## src/rtl/noc_to_rv_bridge.sv

```systemverilog
// Off-chip bridge: three credit-based NoC lanes to host ready/valid streams.
// Each lane buffers chip flits for the host and meters host flits by credits.
module noc_bridge_lane #(
    parameter int W          = 64,
    parameter int RX_DEPTH   = 4,
    parameter int TX_CREDITS = 4
) (
    input  logic         clock,
    input  logic         rst_n,
    input  logic         c2b_valid,
    input  logic [W-1:0] c2b_data,
    output logic         c2b_yummy,
    output logic         b2c_valid,
    output logic [W-1:0] b2c_data,
    input  logic         b2c_yummy,
    output logic         rx_valid,
    output logic [W-1:0] rx_data,
    input  logic         rx_ready,
    input  logic         tx_valid,
    input  logic [W-1:0] tx_data,
    output logic         tx_ready
);
    localparam int PW = (RX_DEPTH > 1) ? $clog2(RX_DEPTH) : 1;
    localparam int NW = $clog2(RX_DEPTH + 1);
    localparam int CW = $clog2(TX_CREDITS + 1);
    localparam logic [NW-1:0] FULL = NW'(RX_DEPTH);
    localparam logic [PW-1:0] LAST = PW'(RX_DEPTH - 1);
    localparam logic [CW-1:0] CMAX = CW'(TX_CREDITS);

    logic [W-1:0]  mem_q [RX_DEPTH];
    logic [W-1:0]  mem_d [RX_DEPTH];
    logic [PW-1:0] wr_ptr_q, wr_ptr_d;
    logic [PW-1:0] rd_ptr_q, rd_ptr_d;
    logic [NW-1:0] count_q, count_d;
    logic          yummy_q, yummy_d;
    logic [CW-1:0] credit_q, credit_d;
    logic          b2c_valid_q, b2c_valid_d;
    logic [W-1:0]  b2c_data_q, b2c_data_d;
    logic          wr_en, rd_en, send;

    // A write to a full FIFO is dropped even if the head leaves this cycle.
    always_comb begin
        rd_en    = (count_q != '0) && rx_ready;
        wr_en    = c2b_valid && (count_q != FULL);
        mem_d    = mem_q;
        wr_ptr_d = wr_ptr_q;
        rd_ptr_d = rd_ptr_q;
        count_d  = count_q;
        if (wr_en) begin
            mem_d[wr_ptr_q] = c2b_data;
            wr_ptr_d = (wr_ptr_q == LAST) ? '0 : wr_ptr_q + PW'(1);
        end
        if (rd_en) begin
            rd_ptr_d = (rd_ptr_q == LAST) ? '0 : rd_ptr_q + PW'(1);
        end
        unique case ({wr_en, rd_en})
            2'b10:   count_d = count_q + NW'(1);
            2'b01:   count_d = count_q - NW'(1);
            default: count_d = count_q;
        endcase
        yummy_d = rd_en;
    end

    always_comb begin
        send     = tx_valid && tx_ready;
        credit_d = credit_q;
        unique case ({send, b2c_yummy})
            2'b10: credit_d = credit_q - CW'(1);
            2'b01: begin
                if (credit_q != CMAX) credit_d = credit_q + CW'(1);
            end
            default: credit_d = credit_q;
        endcase
        b2c_valid_d = send;
        b2c_data_d  = send ? tx_data : b2c_data_q;
    end

    always_ff @(posedge clock or negedge rst_n) begin
        if (!rst_n) begin
            mem_q       <= '{default: '0};
            wr_ptr_q    <= '0;
            rd_ptr_q    <= '0;
            count_q     <= '0;
            yummy_q     <= 1'b0;
            credit_q    <= CMAX;
            b2c_valid_q <= 1'b0;
            b2c_data_q  <= '0;
        end else begin
            mem_q       <= mem_d;
            wr_ptr_q    <= wr_ptr_d;
            rd_ptr_q    <= rd_ptr_d;
            count_q     <= count_d;
            yummy_q     <= yummy_d;
            credit_q    <= credit_d;
            b2c_valid_q <= b2c_valid_d;
            b2c_data_q  <= b2c_data_d;
        end
    end

    assign rx_valid  = (count_q != '0);
    assign rx_data   = mem_q[rd_ptr_q];
    assign c2b_yummy = yummy_q;
    assign tx_ready  = (credit_q != '0);
    assign b2c_valid = b2c_valid_q;
    assign b2c_data  = b2c_data_q;
endmodule

module noc_to_rv_bridge #(
    parameter int NOC_DATA_WIDTH = 64,
    parameter int RX_DEPTH       = 4,
    parameter int TX_CREDITS     = 4
) (
    input  logic                      clock,
    input  logic                      rst_n,
    input  logic                      c2b_noc1_valid,
    input  logic [NOC_DATA_WIDTH-1:0] c2b_noc1_data,
    output logic                      c2b_noc1_yummy,
    output logic                      b2c_noc1_valid,
    output logic [NOC_DATA_WIDTH-1:0] b2c_noc1_data,
    input  logic                      b2c_noc1_yummy,
    output logic                      rx_noc1_valid,
    output logic [NOC_DATA_WIDTH-1:0] rx_noc1_data,
    input  logic                      rx_noc1_ready,
    input  logic                      tx_noc1_valid,
    input  logic [NOC_DATA_WIDTH-1:0] tx_noc1_data,
    output logic                      tx_noc1_ready,
    input  logic                      c2b_noc2_valid,
    input  logic [NOC_DATA_WIDTH-1:0] c2b_noc2_data,
    output logic                      c2b_noc2_yummy,
    output logic                      b2c_noc2_valid,
    output logic [NOC_DATA_WIDTH-1:0] b2c_noc2_data,
    input  logic                      b2c_noc2_yummy,
    output logic                      rx_noc2_valid,
    output logic [NOC_DATA_WIDTH-1:0] rx_noc2_data,
    input  logic                      rx_noc2_ready,
    input  logic                      tx_noc2_valid,
    input  logic [NOC_DATA_WIDTH-1:0] tx_noc2_data,
    output logic                      tx_noc2_ready,
    input  logic                      c2b_noc3_valid,
    input  logic [NOC_DATA_WIDTH-1:0] c2b_noc3_data,
    output logic                      c2b_noc3_yummy,
    output logic                      b2c_noc3_valid,
    output logic [NOC_DATA_WIDTH-1:0] b2c_noc3_data,
    input  logic                      b2c_noc3_yummy,
    output logic                      rx_noc3_valid,
    output logic [NOC_DATA_WIDTH-1:0] rx_noc3_data,
    input  logic                      rx_noc3_ready,
    input  logic                      tx_noc3_valid,
    input  logic [NOC_DATA_WIDTH-1:0] tx_noc3_data,
    output logic                      tx_noc3_ready
);
    noc_bridge_lane #(.W(NOC_DATA_WIDTH), .RX_DEPTH(RX_DEPTH), .TX_CREDITS(TX_CREDITS)) u_noc1 (
        .clock(clock), .rst_n(rst_n),
        .c2b_valid(c2b_noc1_valid), .c2b_data(c2b_noc1_data), .c2b_yummy(c2b_noc1_yummy),
        .b2c_valid(b2c_noc1_valid), .b2c_data(b2c_noc1_data), .b2c_yummy(b2c_noc1_yummy),
        .rx_valid(rx_noc1_valid), .rx_data(rx_noc1_data), .rx_ready(rx_noc1_ready),
        .tx_valid(tx_noc1_valid), .tx_data(tx_noc1_data), .tx_ready(tx_noc1_ready)
    );

    noc_bridge_lane #(.W(NOC_DATA_WIDTH), .RX_DEPTH(RX_DEPTH), .TX_CREDITS(TX_CREDITS)) u_noc2 (
        .clock(clock), .rst_n(rst_n),
        .c2b_valid(c2b_noc2_valid), .c2b_data(c2b_noc2_data), .c2b_yummy(c2b_noc2_yummy),
        .b2c_valid(b2c_noc2_valid), .b2c_data(b2c_noc2_data), .b2c_yummy(b2c_noc2_yummy),
        .rx_valid(rx_noc2_valid), .rx_data(rx_noc2_data), .rx_ready(rx_noc2_ready),
        .tx_valid(tx_noc2_valid), .tx_data(tx_noc2_data), .tx_ready(tx_noc2_ready)
    );

    noc_bridge_lane #(.W(NOC_DATA_WIDTH), .RX_DEPTH(RX_DEPTH), .TX_CREDITS(TX_CREDITS)) u_noc3 (
        .clock(clock), .rst_n(rst_n),
        .c2b_valid(c2b_noc3_valid), .c2b_data(c2b_noc3_data), .c2b_yummy(c2b_noc3_yummy),
        .b2c_valid(b2c_noc3_valid), .b2c_data(b2c_noc3_data), .b2c_yummy(b2c_noc3_yummy),
        .rx_valid(rx_noc3_valid), .rx_data(rx_noc3_data), .rx_ready(rx_noc3_ready),
        .tx_valid(tx_noc3_valid), .tx_data(tx_noc3_data), .tx_ready(tx_noc3_ready)
    );
endmodule

```

## config.mk

```make
export PLATFORM = sky130hd
export DESIGN_NAME = noc_to_rv_bridge
export DESIGN_NICKNAME = d
export VERILOG_FILES = /design/src/rtl/noc_to_rv_bridge.sv
export SDC_FILE = /design/constraint.sdc
export NUM_CORES = 1
export LEC_CHECK = 0
export BUFFER_PORTS_ARGS = -buffer_cell sky130_fd_sc_hd__buf_4
export CAP_MARGIN = 40
export CELL_PAD_IN_SITES_DETAIL_PLACEMENT = 0
export CELL_PAD_IN_SITES_GLOBAL_PLACEMENT = 1
export CORE_UTILIZATION = 35
export CTS_CLUSTER_SIZE = 20
export DETAILED_ROUTE_END_ITERATION = 7
export PLACE_DENSITY = 0.67
export SYNTH_ARGS = -nofsm -noshare
export SYNTH_HDL_FRONTEND = slang
export SYNTH_SLANG_ARGS = --single-unit
```

## constraint.sdc

```tcl
create_clock -name clock -period 2.63 [get_ports clock]
set_input_delay 0.3945 -clock clock [delete_from_list [all_inputs] [get_ports clock]]
set_output_delay 0.3945 -clock clock [all_outputs]
set_load 0.02 [all_outputs]
```

* After elaboration in Yosys (flattened, before gate mapping) *
Cells that the tools add are included.

operators by class
  add/sub/neg operators = 18
  order comparisons = 9
  bitwise operators = 6
  equal/unequal tests = 27
  muxes and demuxes = 33
  reduce and logical (&&, ||, !) cells = 27

operators with widths
  cell                                                    number
  bitwise mux 256 bit                                     3
  2-to-1 mux 64 bit                                       9
  binary-select mux 64 bit (select 2 bit)                 3
  demux 64 bit (select 2 bit)                             3
  case mux 3 bit (2 select lines)                         6
  equality test 2 bit (second input constant)             12
  adder 3 x 1 -> 3 bit (second input constant)            6
  >= comparator 3 bit (second input constant)             6
  inequality test 3 bit (second input constant)           6
  NOT 2 -> 3 bit                                          6
  nonzero test 3 bit                                      6
  subtractor 3 x 1 -> 3 bit (second input constant)       6
  adder 2 x 1 -> 2 bit (second input constant)            6
  equality test 2 x 1 -> 1 bit (second input constant)    6
  logical AND 1 bit                                       12
  2-to-1 mux 2 bit                                        6
  nonzero test 2 bit                                      6
  < comparator 3 x 1 -> 1 bit (second input constant)     3
  2-to-1 mux 3 bit                                        3
  inequality test 2 x 1 -> 1 bit (second input constant)  3
  AND reduction 2 bit                                     3

storage, ports and cells
  logic and storage cells = 153
  register bits after elaboration = 996
  output and inout port bits = 396
  bits of input ports = 398

* Longest topological paths before layout *
  depth after elaboration = 6
  gate-level depth with buffers = 9
  mapped depth without buffers = 9

* Cells and area by module *
Synthesis repeated with hierarchy kept, for this count alone.

unflattened totals
  cell total of the unflattened synthesis = 2,466
  area, all modules = 42,724.7 sq um

by module, submodules not included
  module                     instances  area each (sq um)  seq. area each (sq um)  cells each
  noc_bridge_lane at u_noc2  1          14,243.7           8,309.2                 822
  noc_bridge_lane at u_noc1  1          14,242.4           8,309.2                 822
  noc_bridge_lane at u_noc3  1          14,238.7           8,309.2                 822

* Least setup slack after synthesis *
Ideal clock, no wire load.

  path type = register to register
  from = register u_noc2.credit_q[1]
  to = register u_noc2.credit_q[2]
  period minus slack after synthesis = 2.485 ns
  stages on the path, launching flop included = 10
  slack = 0.145 ns
  setup time = 0.085 ns
  arrival = 2.400 ns
  buffers on the path = 2
  data required time = 2.545 ns
  path through = dfrtp_1 > or3_1 > nand2_1 > buf_4 > buf_6 > nand2_1 > fa_1 > nand2b_1 > o32a_1 > o221ai_1

between the ends
  word-level cells in the longest chain between the ends = 5
  elaborated cells between the ends (all ways) = 12
  classes of those cells = 2 x add/sub; 4 x eq/ne; 2 x mux; 4 x reduce/logical

ends and longest elaborated chain
  element                                                                         line  text
  from (decl)                                                                     36    logic [CW-1:0] credit_q, credit_d;
  from (signal assigned)                                                          94    credit_q <= credit_d;
  nonzero test 3 bit (*)                                                          103   assign tx_ready = (credit_q != '0);
  via tx_noc2_ready                                                               138   output logic tx_noc2_ready,
  logical AND 1 bit (*)                                                           65    send = tx_valid && tx_ready;
  equality test 2 x 1 -> 1 bit or equality test 2 bit (tied branches)             67    unique case ({send, b2c_yummy})
  inequality test 2 x 1 -> 1 bit (no line) or nonzero test 2 bit (tied branches)  --
  AND reduction 2 bit (no line)                                                   --

Mark *: on every way through the listed nets, which the timed path passes. The rest lies on a longest branch. The select of a mux whose other input is x is not followed.
A chain may end at the register's enable or synchronous reset.

* Worst setup path in the final report *
  from = register u_noc3.rd_ptr_q[0]
  to = output rx_noc3_data[34]

between the ends
  word-level cells in the longest chain between the ends = 4

ends and longest elaborated chain
  element                                                line  text
  from (decl)                                            33    logic [PW-1:0] rd_ptr_q, rd_ptr_d;
  from (signal assigned)                                 91    rd_ptr_q <= rd_ptr_d;
  NOT 2 -> 3 bit (not written as such)                   101   assign rx_data = mem_q[rd_ptr_q];
  binary-select mux 64 bit (select 2 bit)                101
  2-to-1 mux 64 bit (not written as such) (2 in series)  101
  to (decl)                                              146   output logic [NOC_DATA_WIDTH-1:0] rx_noc3_data,

Every way passes these cells. The select of a mux whose other input is x is not followed.

==> flow_summary.ini <==
[floorplanning]
die_area_um2 = 123200
fp.dieH_um = 351.0
core_um2 = 120300
initial_core_util_pct = 35.44
dieWidth_um = 351.0
ios = 794
rows = 127

[pwr]
power_density_nw_per_um2 = 1349
ir_worst_vdd_uv = 713.2
p_leak_nw = 25.53

[logic_synthesis]
postSynthAreaPerCell_um2 = 17.29
ys_seq_elements = 996
synthArstFlopShare_pct = 100.0
yosys.cell_types.count = 29
syn_inst = 2466
yosys_warnings = 0
synth_top_area_share_pct = 58.30
syn_nets = 2888
yosysSeqAreaShare_pct = 58.48
syn-cell-area_um2 = 42630
synthTopCellsByArea = dfrtp_1 58%, mux2_2 26%, mux4_2 10%
synth_ff_type = dfrtp_1
synth_edf_count = 0
yosysTopAreaCell = dfrtp_1

[placed_design]
placed_cell_area_um2 = 50490
portBuffers = 793
place.gp.congestion = 0.7793
dp_hpwl_um = 76730
pre_cts_ws_ns = 0.4705

[min_path]
hold_path.class = in -> reg
hold_depth = 3

[worst_setup_path]
crit_chain = buf_6 -> clkbuf_16 -> mux4_2 -> buf_6
worst_path_max_delay_cell = mux4_2
crit_buf_inv = 3
crit_path_end_kind = output port
reg2regPathDepth = 7
reg2reg_slack_ns = 0.47
endpoint = rx_noc3_data[34]
worstReg2RegEnd = u_noc2.credit_q[2]$_DFFE_PN1P_
rr_startpoint = u_noc2.credit_q[1]$_DFFE_PN0P_
startpoint_type = flip-flop
cp_top_family = multiplexers
critical_path_class = reg -> out
cp.required_ns = 2.24
path_max_fanout = 8
startpoint = u_noc3.rd_ptr_q[0]$_DFFE_PN0P_
arrival_ns = 2.18
max_stage_delay_ns = 0.51
cp_num_cells = 4
crit_top_cell = buf_6

[timing]
setup_slack_ns = 0.05214
finalHoldViolCount = 0
worst_pin_slew_ns = 0.7445
slew_headroom_pct = 50.37
final.setup_skew_ns = 0.04560
fmax_mhz = 387.9
period_needed_ns = 2.578
finalSetupViolCount = 0
finalCritPeriodShare_pct = 98.02
rsz0062_at_grt = yes
slew_viol_final = 0

[cells_and_area]
mostFrequentLayoutCell = dfrtp_1
area_delta_synth_final_pct = 38.78
drive_above_1_share_pct = 59.77
finish.instance_area_um2 = 59150
layout_common_cells = 987 x dfrtp_1, 972 x mux2_2, 758 x buf_4, 388 x dlygate4sd3_1, 192 x mux4_2
nets = 4148
post-route-util_pct = 49.18

[global_routing]
overflow = 0
track_usage_pct = 18.63
grt_max_degree = 98
antenna_found_initial = 14
grt_pass1_vias = 28981
grt_pass1_wl_um = 177400

[cts]
cts_tree = done
htree_levels = 3
clock_latency_ns = 0.69
root_buffer = clkbuf_16
cts.sinks = 996
path_clk_slew_ns = 0.06
clk_path_buf_depth = 3
cts_buffers = 111

[drt]
vias = 26277
drt_first_pass_iters = 4
vias_per_cell = 4.832
first_iter_violations = 1072
wirelength_um = 115900
ant_nets = 0
routedWlPerCell_um = 21.31
drc_errors = 0

[run]
drv_cap = 0

[status]
status = finished, final reports clean
## report_power, final
part / internal, mW / leakage (nW) / switching, mW / total [mW]
clock: 10.1 / 1.92 / 6.50 / 16.6
combinational: 20.0 / 11.8 / 16.6 / 36.6
sequential: 22.8 / 11.8 / 3.86 / 26.6
## worst min-delay path, delay by kind of cell
kind / cells / cell delay (ns)
buffers and inverters: 1 / 0.14
AO/OA/AOI/OAI: 2 / 0.19
## sequential cells by signal, indices dropped and copies added (netlist names), 2 cells and up
name and cells:
u_noc1.b2c_data 64, u_noc1.count_q 3, u_noc1.credit_q 3, u_noc1.mem_q 256
u_noc1.rd_ptr_q 2, u_noc1.wr_ptr_q 2, u_noc2.b2c_data 64, u_noc2.count_q 3
u_noc2.credit_q 3, u_noc2.mem_q 256, u_noc2.rd_ptr_q 2, u_noc2.wr_ptr_q 2
u_noc3.b2c_data 64, u_noc3.count_q 3, u_noc3.credit_q 3, u_noc3.mem_q 256
u_noc3.rd_ptr_q 2, u_noc3.wr_ptr_q 2
## cell usage after synthesis, types with 6 or more instances
library cell / number
mux2_2: 972
ha_1: 18
clkbuf_1: 16
xor2_1: 9
clkbuf_8: 28
nand3_1: 6
o21ai_0: 6
fa_1: 6
xnor2_1: 6
buf_4: 6
nor2_1: 12
nand2_1: 30
or3_1: 6
buf_1: 7
inv_1: 21
o221ai_1: 6
or2_2: 6
nor2_2: 12
mux4_2: 192
buf_6: 53
nand2b_1: 6
buf_2: 31
dfrtp_1: 993
## layout make-up
type,count,area [um^2]
fillers,10309,61130
flip-flops and latches,996,24950
multi-input cells,1308,16420
repair buffers,1288,11720
clock buffers,160,3252
well taps,1612,2017
clock inverters,45,693.2
inverters,21,78.83
diodes,8,20.02
## per-layer routing
layer  global-route usage, %  share of wire (%)  vias up
li1                        -                  -    11647
met1                   23.79                 41    13790
met2                   29.97                 48      655
met3                   6.197                7.6      179
met4                   5.499                2.8        6
met5                       0              0.032        -
## metrics by stage
stage / power [mW] / cells / hold slack (ns) / setup TNS, ns
3_3_place_gp: 60.85 / 4811 / 0.3856 / 0
3_5_place_dp: 61.34 / 4811 / 0.3831 / 0
2_1_floorplan: 48.40 / 2466 / 0.09891 / 0
4_1_cts: 80.10 / 5425 / 0.007915 / -0.5169
6_report: 79.79 / 5438 / 0.06620 / 0
5_1_grt: 84.22 / 5436 / 0.04462 / -1.028
## repair_timing
action	4_1_cts	5_1_grt
gates resized for setup	58	41
gates cloned	3	5
hold buffers	388	0
endpoints found under the setup margin	179	102
hold endpoints to repair	984	0
buffers inserted	18	0
## cell families after synthesis
group,synth area share (%)
flip-flops,58.48
buffers and inverters,3.161
adder cells (fa/ha/maj),0.8102
AND/OR/NAND/NOR,0.9687
multiplexers,35.89
XOR/XNOR,0.3082
AO/OA/AOI/OAI,0.3787
## worst min path at each step
stage / slack, ns / start / end
final: 0.07 / tx_noc2_valid / u_noc2.credit_q[2]$_DFFE_PN1P_
after global routing: 0.04 / tx_noc3_valid / u_noc3.credit_q[2]$_DFFE_PN1P_
after CTS: 0.008 / tx_noc2_valid / u_noc2.credit_q[2]$_DFFE_PN1P_
after detailed placement: 0.38 / rst_n / u_noc2.mem_q[164]$_DFFE_PN0P_
after global placement: 0.39 / rst_n / u_noc2.mem_q[164]$_DFFE_PN0P_
after floorplan: 0.1 / rst_n / u_noc1.b2c_data[0]$_DFFE_PN0P_
No activity file was read; power rests on OpenSTA's default activity.
